===== src/rtl/or1200_ifq_pkg.sv =====
// Shared constants and the queue entry layout for the or1200 instruction fetch queue.
package or1200_ifq_pkg;

    localparam logic [31:0] IFQ_NOP   = {6'h05, 26'h061_0000};

    localparam logic [3:0]  ITAG_IDLE = 4'h0;
    localparam logic [3:0]  ITAG_BE   = 4'hb;
    localparam logic [3:0]  ITAG_PE   = 4'hc;
    localparam logic [3:0]  ITAG_TE   = 4'hd;

    typedef struct packed {
        logic [31:0] adr;
        logic [31:0] dat;
        logic        err;
        logic [3:0]  tag;
    } ifq_entry_t;

endpackage


===== src/rtl/or1200_ifq_fifo.sv =====
// Synchronous FIFO of fetch entries with flush and occupancy count; head read from storage.
module or1200_ifq_fifo
    import or1200_ifq_pkg::*;
#(
    parameter int DEPTH = 4
) (
    input  logic                   clk,
    input  logic                   rst,
    input  logic                   flush_i,
    input  logic                   push_i,
    input  ifq_entry_t             push_data_i,
    input  logic                   pop_i,
    output ifq_entry_t             head_o,
    output logic                   head_valid_o,
    output logic [$clog2(DEPTH):0] count_o
);

    localparam int AW = $clog2(DEPTH);
    localparam int CW = AW + 1;
    localparam logic [CW-1:0] FULL = CW'(DEPTH);

    ifq_entry_t    mem_q [DEPTH];
    logic [AW-1:0] rd_q;
    logic [AW-1:0] wr_q;
    logic [CW-1:0] cnt_q;
    logic          do_push;
    logic          do_pop;

    assign do_pop  = pop_i & (cnt_q != '0);
    // A push at full is only safe when the head leaves in the same cycle.
    assign do_push = push_i & ((cnt_q != FULL) | do_pop);

    always_ff @(posedge clk) begin
        if (!rst || flush_i) begin
            rd_q  <= '0;
            wr_q  <= '0;
            cnt_q <= '0;
        end else begin
            if (do_push) begin
                mem_q[wr_q] <= push_data_i;
                wr_q        <= wr_q + 1'b1;
            end
            if (do_pop) begin
                rd_q <= rd_q + 1'b1;
            end
            cnt_q <= cnt_q + CW'(do_push) - CW'(do_pop);
        end
    end

    assign head_o       = mem_q[rd_q];
    assign head_valid_o = (cnt_q != '0);
    assign count_o      = cnt_q;

endmodule


===== src/rtl/or1200_ifq.sv =====
// Instruction fetch queue: sequential IC requests, in-order response buffering, redirect flush.
// Optional same-cycle response bypass when empty is enabled by defining OR1200_IFQ_BYPASS_EN.
module or1200_ifq
    import or1200_ifq_pkg::*;
#(
    parameter int          DEPTH    = 4,
    parameter logic [31:0] RESET_PC = 32'h0000_0100
) (
    input  logic        clk,
    input  logic        rst,
    input  logic        redirect_i,
    input  logic [31:0] redirect_pc_i,
    output logic        ic_req_o,
    output logic [31:0] ic_adr_o,
    input  logic        ic_gnt_i,
    input  logic        ic_rvalid_i,
    input  logic [31:0] ic_dat_i,
    input  logic        ic_err_i,
    input  logic [3:0]  ic_tag_i,
    input  logic        if_freeze,
    output logic [31:0] icpu_dat_o,
    output logic        icpu_ack_o,
    output logic        icpu_err_o,
    output logic [31:0] icpu_adr_o,
    output logic [3:0]  icpu_tag_o
);

    localparam int CW = $clog2(DEPTH) + 1;
    localparam logic [CW:0] DEPTH_L = (CW+1)'(DEPTH);

    logic [31:0]   pc_q, pc_d;
    logic [31:0]   rsp_adr_q, rsp_adr_d;
    logic [CW-1:0] outst_q, outst_d;
    logic [CW-1:0] drop_q, drop_d;
    logic          halted_q, halted_d;
    logic [CW-1:0] fifo_count;
    logic [CW:0]   credit_sum;
    logic          grant, accept, bypass, push, pop, head_valid;
    ifq_entry_t    rsp_entry, head;

    // Handshakes: a request transfers when ic_req_o & ic_gnt_i; a response is one
    // ic_rvalid_i pulse in request order; the IF stage takes the head when !if_freeze.
    assign credit_sum = {1'b0, fifo_count} + {1'b0, outst_q};
    assign ic_req_o   = rst & ~halted_q & ~redirect_i & (credit_sum < DEPTH_L);
    assign ic_adr_o   = pc_q;
    assign grant      = ic_req_o & ic_gnt_i;
    assign accept     = ic_rvalid_i & (drop_q == '0) & ~redirect_i;

`ifdef OR1200_IFQ_BYPASS_EN
    assign bypass = accept & ~head_valid;
`else
    assign bypass = 1'b0;
`endif

    assign push = accept & ~(bypass & ~if_freeze);
    assign pop  = head_valid & ~if_freeze & ~redirect_i;

    assign rsp_entry.adr = rsp_adr_q;
    assign rsp_entry.dat = ic_err_i ? IFQ_NOP : ic_dat_i;
    assign rsp_entry.err = ic_err_i;
    assign rsp_entry.tag = ic_tag_i;

    or1200_ifq_fifo #(.DEPTH(DEPTH)) u_fifo (
        .clk          (clk),
        .rst          (rst),
        .flush_i      (redirect_i),
        .push_i       (push),
        .push_data_i  (rsp_entry),
        .pop_i        (pop),
        .head_o       (head),
        .head_valid_o (head_valid),
        .count_o      (fifo_count)
    );

    always_comb begin
        pc_d      = pc_q;
        rsp_adr_d = rsp_adr_q;
        outst_d   = outst_q + CW'(grant) - CW'(ic_rvalid_i);
        drop_d    = drop_q;
        halted_d  = halted_q;
        if (redirect_i) begin
            pc_d      = redirect_pc_i & ~32'h3;
            rsp_adr_d = redirect_pc_i & ~32'h3;
            // Everything still in flight after this cycle belongs to the old stream.
            drop_d    = outst_d;
            halted_d  = 1'b0;
        end else begin
            if (grant) begin
                pc_d = pc_q + 32'd4;
            end
            if (accept) begin
                rsp_adr_d = rsp_adr_q + 32'd4;
                if (ic_err_i) begin
                    halted_d = 1'b1;
                end
            end else if (ic_rvalid_i && (drop_q != '0)) begin
                drop_d = drop_q - 1'b1;
            end
        end
    end

    always_ff @(posedge clk) begin
        if (!rst) begin
            pc_q      <= RESET_PC;
            rsp_adr_q <= RESET_PC;
            outst_q   <= '0;
            drop_q    <= '0;
            halted_q  <= 1'b0;
        end else begin
            pc_q      <= pc_d;
            rsp_adr_q <= rsp_adr_d;
            outst_q   <= outst_d;
            drop_q    <= drop_d;
            halted_q  <= halted_d;
        end
    end

    always_comb begin
        icpu_dat_o = IFQ_NOP;
        icpu_ack_o = 1'b0;
        icpu_err_o = 1'b0;
        icpu_adr_o = pc_q;
        icpu_tag_o = ITAG_IDLE;
        if (head_valid) begin
            icpu_dat_o = head.dat;
            icpu_ack_o = ~head.err;
            icpu_err_o = head.err;
            icpu_adr_o = head.adr;
            icpu_tag_o = head.tag;
        end else if (bypass) begin
            icpu_dat_o = rsp_entry.dat;
            icpu_ack_o = ~rsp_entry.err;
            icpu_err_o = rsp_entry.err;
            icpu_adr_o = rsp_entry.adr;
            icpu_tag_o = rsp_entry.tag;
        end
    end

endmodule


===== config.mk =====
export PLATFORM = sky130hd
export DESIGN_NAME = or1200_ifq
export DESIGN_NICKNAME = d
export VERILOG_FILES = /design/src/rtl/or1200_ifq_pkg.sv /design/src/rtl/or1200_ifq_fifo.sv /design/src/rtl/or1200_ifq.sv
export SDC_FILE = /design/constraint.sdc
export NUM_CORES = 1
export LEC_CHECK = 0
export BUFFER_PORTS_ARGS = -buffer_cell sky130_fd_sc_hd__buf_2
export CAP_MARGIN = 20
export CORE_AREA = 4 4 161 163
export CTS_CLUSTER_DIAMETER = 120
export DETAILED_ROUTE_END_ITERATION = 16
export DIE_AREA = 0 0 165 167
export PLACE_DENSITY = 0.92
export SLEW_MARGIN = 20
export SYNTH_ARGS = -nofsm -noshare
export SYNTH_HDL_FRONTEND = slang
export SYNTH_SLANG_ARGS = --single-unit

===== constraint.sdc =====
create_clock -name clk -period 6.99 [get_ports clk]
set_clock_uncertainty 0.05 [all_clocks]
set_input_delay 1.398 -clock clk [delete_from_list [all_inputs] [get_ports clk]]
set_output_delay 1.398 -clock clk [all_outputs]
set_load 0.02 [all_outputs]

==> out/results.tsv <==
stage	metric	value	unit
status	status	finished clean	
timing	slew_headroom	25.9	%
placed_design	dpl_cell_area	15600	um^2
clock_network	cts_setup_buffers	0	
min_path	hold_path_end	halted_q	
worst_setup_path	worst-setup-path-type	register to output port	
timing	tns	0	ns
floorplan	initial_core_util	59.5	%
worst_setup_path	cp_max_fo	46	
layout	drive_above_1_share	31.6	%
layout	final_cell_mix	268 x edfxtp_1, 171 x buf_2, 74 x dfxtp_1	
synth	synth.cell_area	14500	um^2
drt	final_antenna_net_count	0	
timing	setup_violations	0	
clock_network	cts_resized	0	
flow_run	drv_cap	0	
drt	dr_total_vias	8973	
min_path	worstHoldStart	halted_q	
worst_setup_path	reg2reg_depth	12	
synth	ys_seq_area_share	66.1	%
synth	ys_types	49	
global_routing	grt.total_usage	23.7	%
worst_setup_path	timing.rr.end	drop_q[2]	
synth	yosysWarnings	0	
timing	post-route-period-util	64.8	%
layout	syn2layout_area_growth	16.0	%
clock_network	hold_buffers	0	
worst_setup_path	r2r_slack	3.17	ns
timing	whs	0.444	ns
drt	drc_errors	0	
timing	hold_violations	0	
global_routing	antenna_found_initial	2	
layout	stdcell_area	16800	um^2
timing	final-max-slew-violation-count	0	
placed_design	port_buffers	171	
layout	final_common_cell	edfxtp_1	
drt	viasPerCell	6.10	
pwr	p_leak	5.78	nW
layout	finalNetCount	1212	
timing	fmax	0.221	GHz
drt	wirelength	32900	um
floorplan	die_w	165	um
min_path	hold_depth	2	
synth	synth_area_per_cell	15.2	um^2
worst_setup_path	r2r-start	u_fifo.count_o[2]	
drt	wl_per_cell	22.3	um
synth	ys_ff_latch	344	
min_path	hp-class	register to register	
floorplan	pin_count	178	
floorplan	die_area	27600	um^2
clock_network	htree_levels	2	
clock_network	cts_tree	built	
timing	rsz0062_at_grt	false	
clock_network	clk_latency	0.51	ns
synth	synthCells	955	
clock_network	cts_buffer_depth	3	
timing	tightest_slew	1.10	ns
pwr	ir_drop	0.172	mV
floorplan	core_area	24300	um^2
drt	first_iter_violations	939	
worst_setup_path	endpoint_kind	output port	
clock_network	cts.sinks	344	
global_routing	grt-ovfl-total	0	
placed_design	place_hpwl	19500	um
floorplan	rows	57	
pwr	powerDensity	272	nW/um^2
floorplan	die_h	167	um
global_routing	grt_start_max_net_pins	85	
worst_setup_path	worst_setup_path_start_kind	register	
placed_design	routabilityCongestion	0.806	
clock_network	cts_buffers	35	
clock_network	clkTransAtPathRegs	0.06	ns
layout	final_cells	1472	
placed_design	dp_cells	1406	
clock_network	root_buffer	clkbuf_16	
drt	dr.pass1.iters	5	
global_routing	grt_pass1_vias	9050	
timing	period_needed	4.53	ns
worst_setup_path	required	5.54	ns
worst_setup_path	cp.arrival	3.08	ns
global_routing	grt_pass1_wl	50500	um
[report_power, final]
| part | internal [mW] | total [mW] | switching, mW |
|---|---|---|---|
| registers | 2.27 | 2.33 | 0.0639 |
| clock network | 1.06 | 1.82 | 0.753 |
| logic | 0.166 | 0.415 | 0.249 |
| total | 3.50 | 4.56 | 1.07 |
[final cells by class]
type	instances	area (um^2)
diodes	1	2.50
clock buffers	43	968
clock inverters	20	156
fillers	1588	7530
inverters	20	75.1
multi-input cells	540	4650
flip-flops and latches	344	9580
well taps	324	405
repair buffers	180	956
[kinds of logic (layout without fill, tap and decap cells)]
kind of cell	Yosys count	after routing	synth area share (%)
adders and majority gates	16	16	1.49
xor gates and xnor gates	46	46	2.78
other	1	5	0.0259
buffers and inverters	74	263	2.07
and+or+nand+nor	263	263	10.0
DFF	344	344	66.1
muxes	104	104	13.3
AOI/OAI and AO/OA	107	107	4.20
[critical path, stage by stage (launching register included)]
cell     delay [ns]
dfxtp_4        0.95
buf_4          0.56
mux4_2         0.61
mux2_2         0.27
buf_2          0.16
[per-layer routing]
| layer | part of all wire (%) | vias up | GRT usage (%) |
|---|---|---|---|
| met5 | 0.021 | - | 0 |
| met3 | 9.2 | 60 | 4.87 |
| li1 | - | 4002 | - |
| met1 | 39 | 4450 | 32.0 |
| met4 | 1.8 | 2 | 5.97 |
| met2 | 50 | 459 | 39.7 |
[state kept, by name, indices dropped and copies added, names as in the netlist, named ones only]
signal,count
ic_adr_o,30
u_fifo.count_o,3
outst_q,3
u_fifo.rd_q,2
drop_q,3
halted_q,1
u_fifo.wr_q,2
rsp_adr_q,30
u_fifo.mem_q,268
[through the flow]
stage / setup slack, ns / power, mW / util (%)
after floorplan: 2.61 / 2.63 / -
after global placement: 2.32 / 2.76 / 64.2
after detailed placement: 2.26 / 2.78 / 64.2
after CTS: 2.33 / 4.58 / 68.8
after global routing: 2.17 / 4.71 / 69.0
final: 2.46 / 4.56 / 69.0
[synthesized netlist by cell type, drive strengths merged]
| cell type | n | area share [%] |
|---|---|---|
| a211oi | 2 | 0.10 |
| a21boi | 1 | 0.052 |
| a21oi | 48 | 1.7 |
| a22o | 1 | 0.061 |
| a311oi | 2 | 0.12 |
| a31oi | 10 | 0.43 |
| and2 | 6 | 0.26 |
| and3 | 10 | 0.43 |
| and3b | 1 | 0.061 |
| and4 | 5 | 0.30 |
| and4b | 1 | 0.069 |
| buf | 13 | 0.48 |
| clkbuf | 41 | 1.1 |
| conb | 1 | 0.026 |
| dfxtp | 76 | 11 |
| edfxtp | 268 | 56 |
| fa | 2 | 0.28 |
| ha | 14 | 1.2 |
| inv | 20 | 0.52 |
| mux2 | 37 | 2.9 |
| mux4 | 67 | 10 |
| nand2 | 48 | 1.2 |
| nand2b | 1 | 0.043 |
| nand3 | 33 | 1.2 |
| nand3b | 1 | 0.052 |
| nand4 | 15 | 0.65 |
| nand4b | 2 | 0.12 |
| nor2 | 26 | 0.67 |
| nor2b | 60 | 2.6 |
| nor3 | 17 | 0.59 |
| nor4 | 15 | 0.73 |
| nor4b | 1 | 0.061 |
| o211ai | 1 | 0.052 |
| o21a | 4 | 0.21 |
| o21ai | 31 | 1.1 |
| o311a | 2 | 0.14 |
| o311ai | 4 | 0.24 |
| o41ai | 1 | 0.061 |
| or2 | 11 | 0.48 |
| or3 | 5 | 0.22 |
| or4 | 5 | 0.29 |
| xnor2 | 32 | 1.9 |
| xor2 | 14 | 0.85 |
[worst max path at each step]
stage                            from                 end  slack (ns)  cells after the start
final                        register      icpu_adr_o[17]        2.46                      4
after detailed placement          rst           drop_q[2]        2.26                     13
after global routing         register      icpu_adr_o[17]        2.17                      4
after global placement            rst           drop_q[2]        2.32                     13
after floorplan           ic_rvalid_i  u_fifo.mem_q[0][0]        2.61                      3
after CTS                    register      icpu_adr_o[15]        2.33                      4
Note: power is estimated with default switching activity, not from simulation.
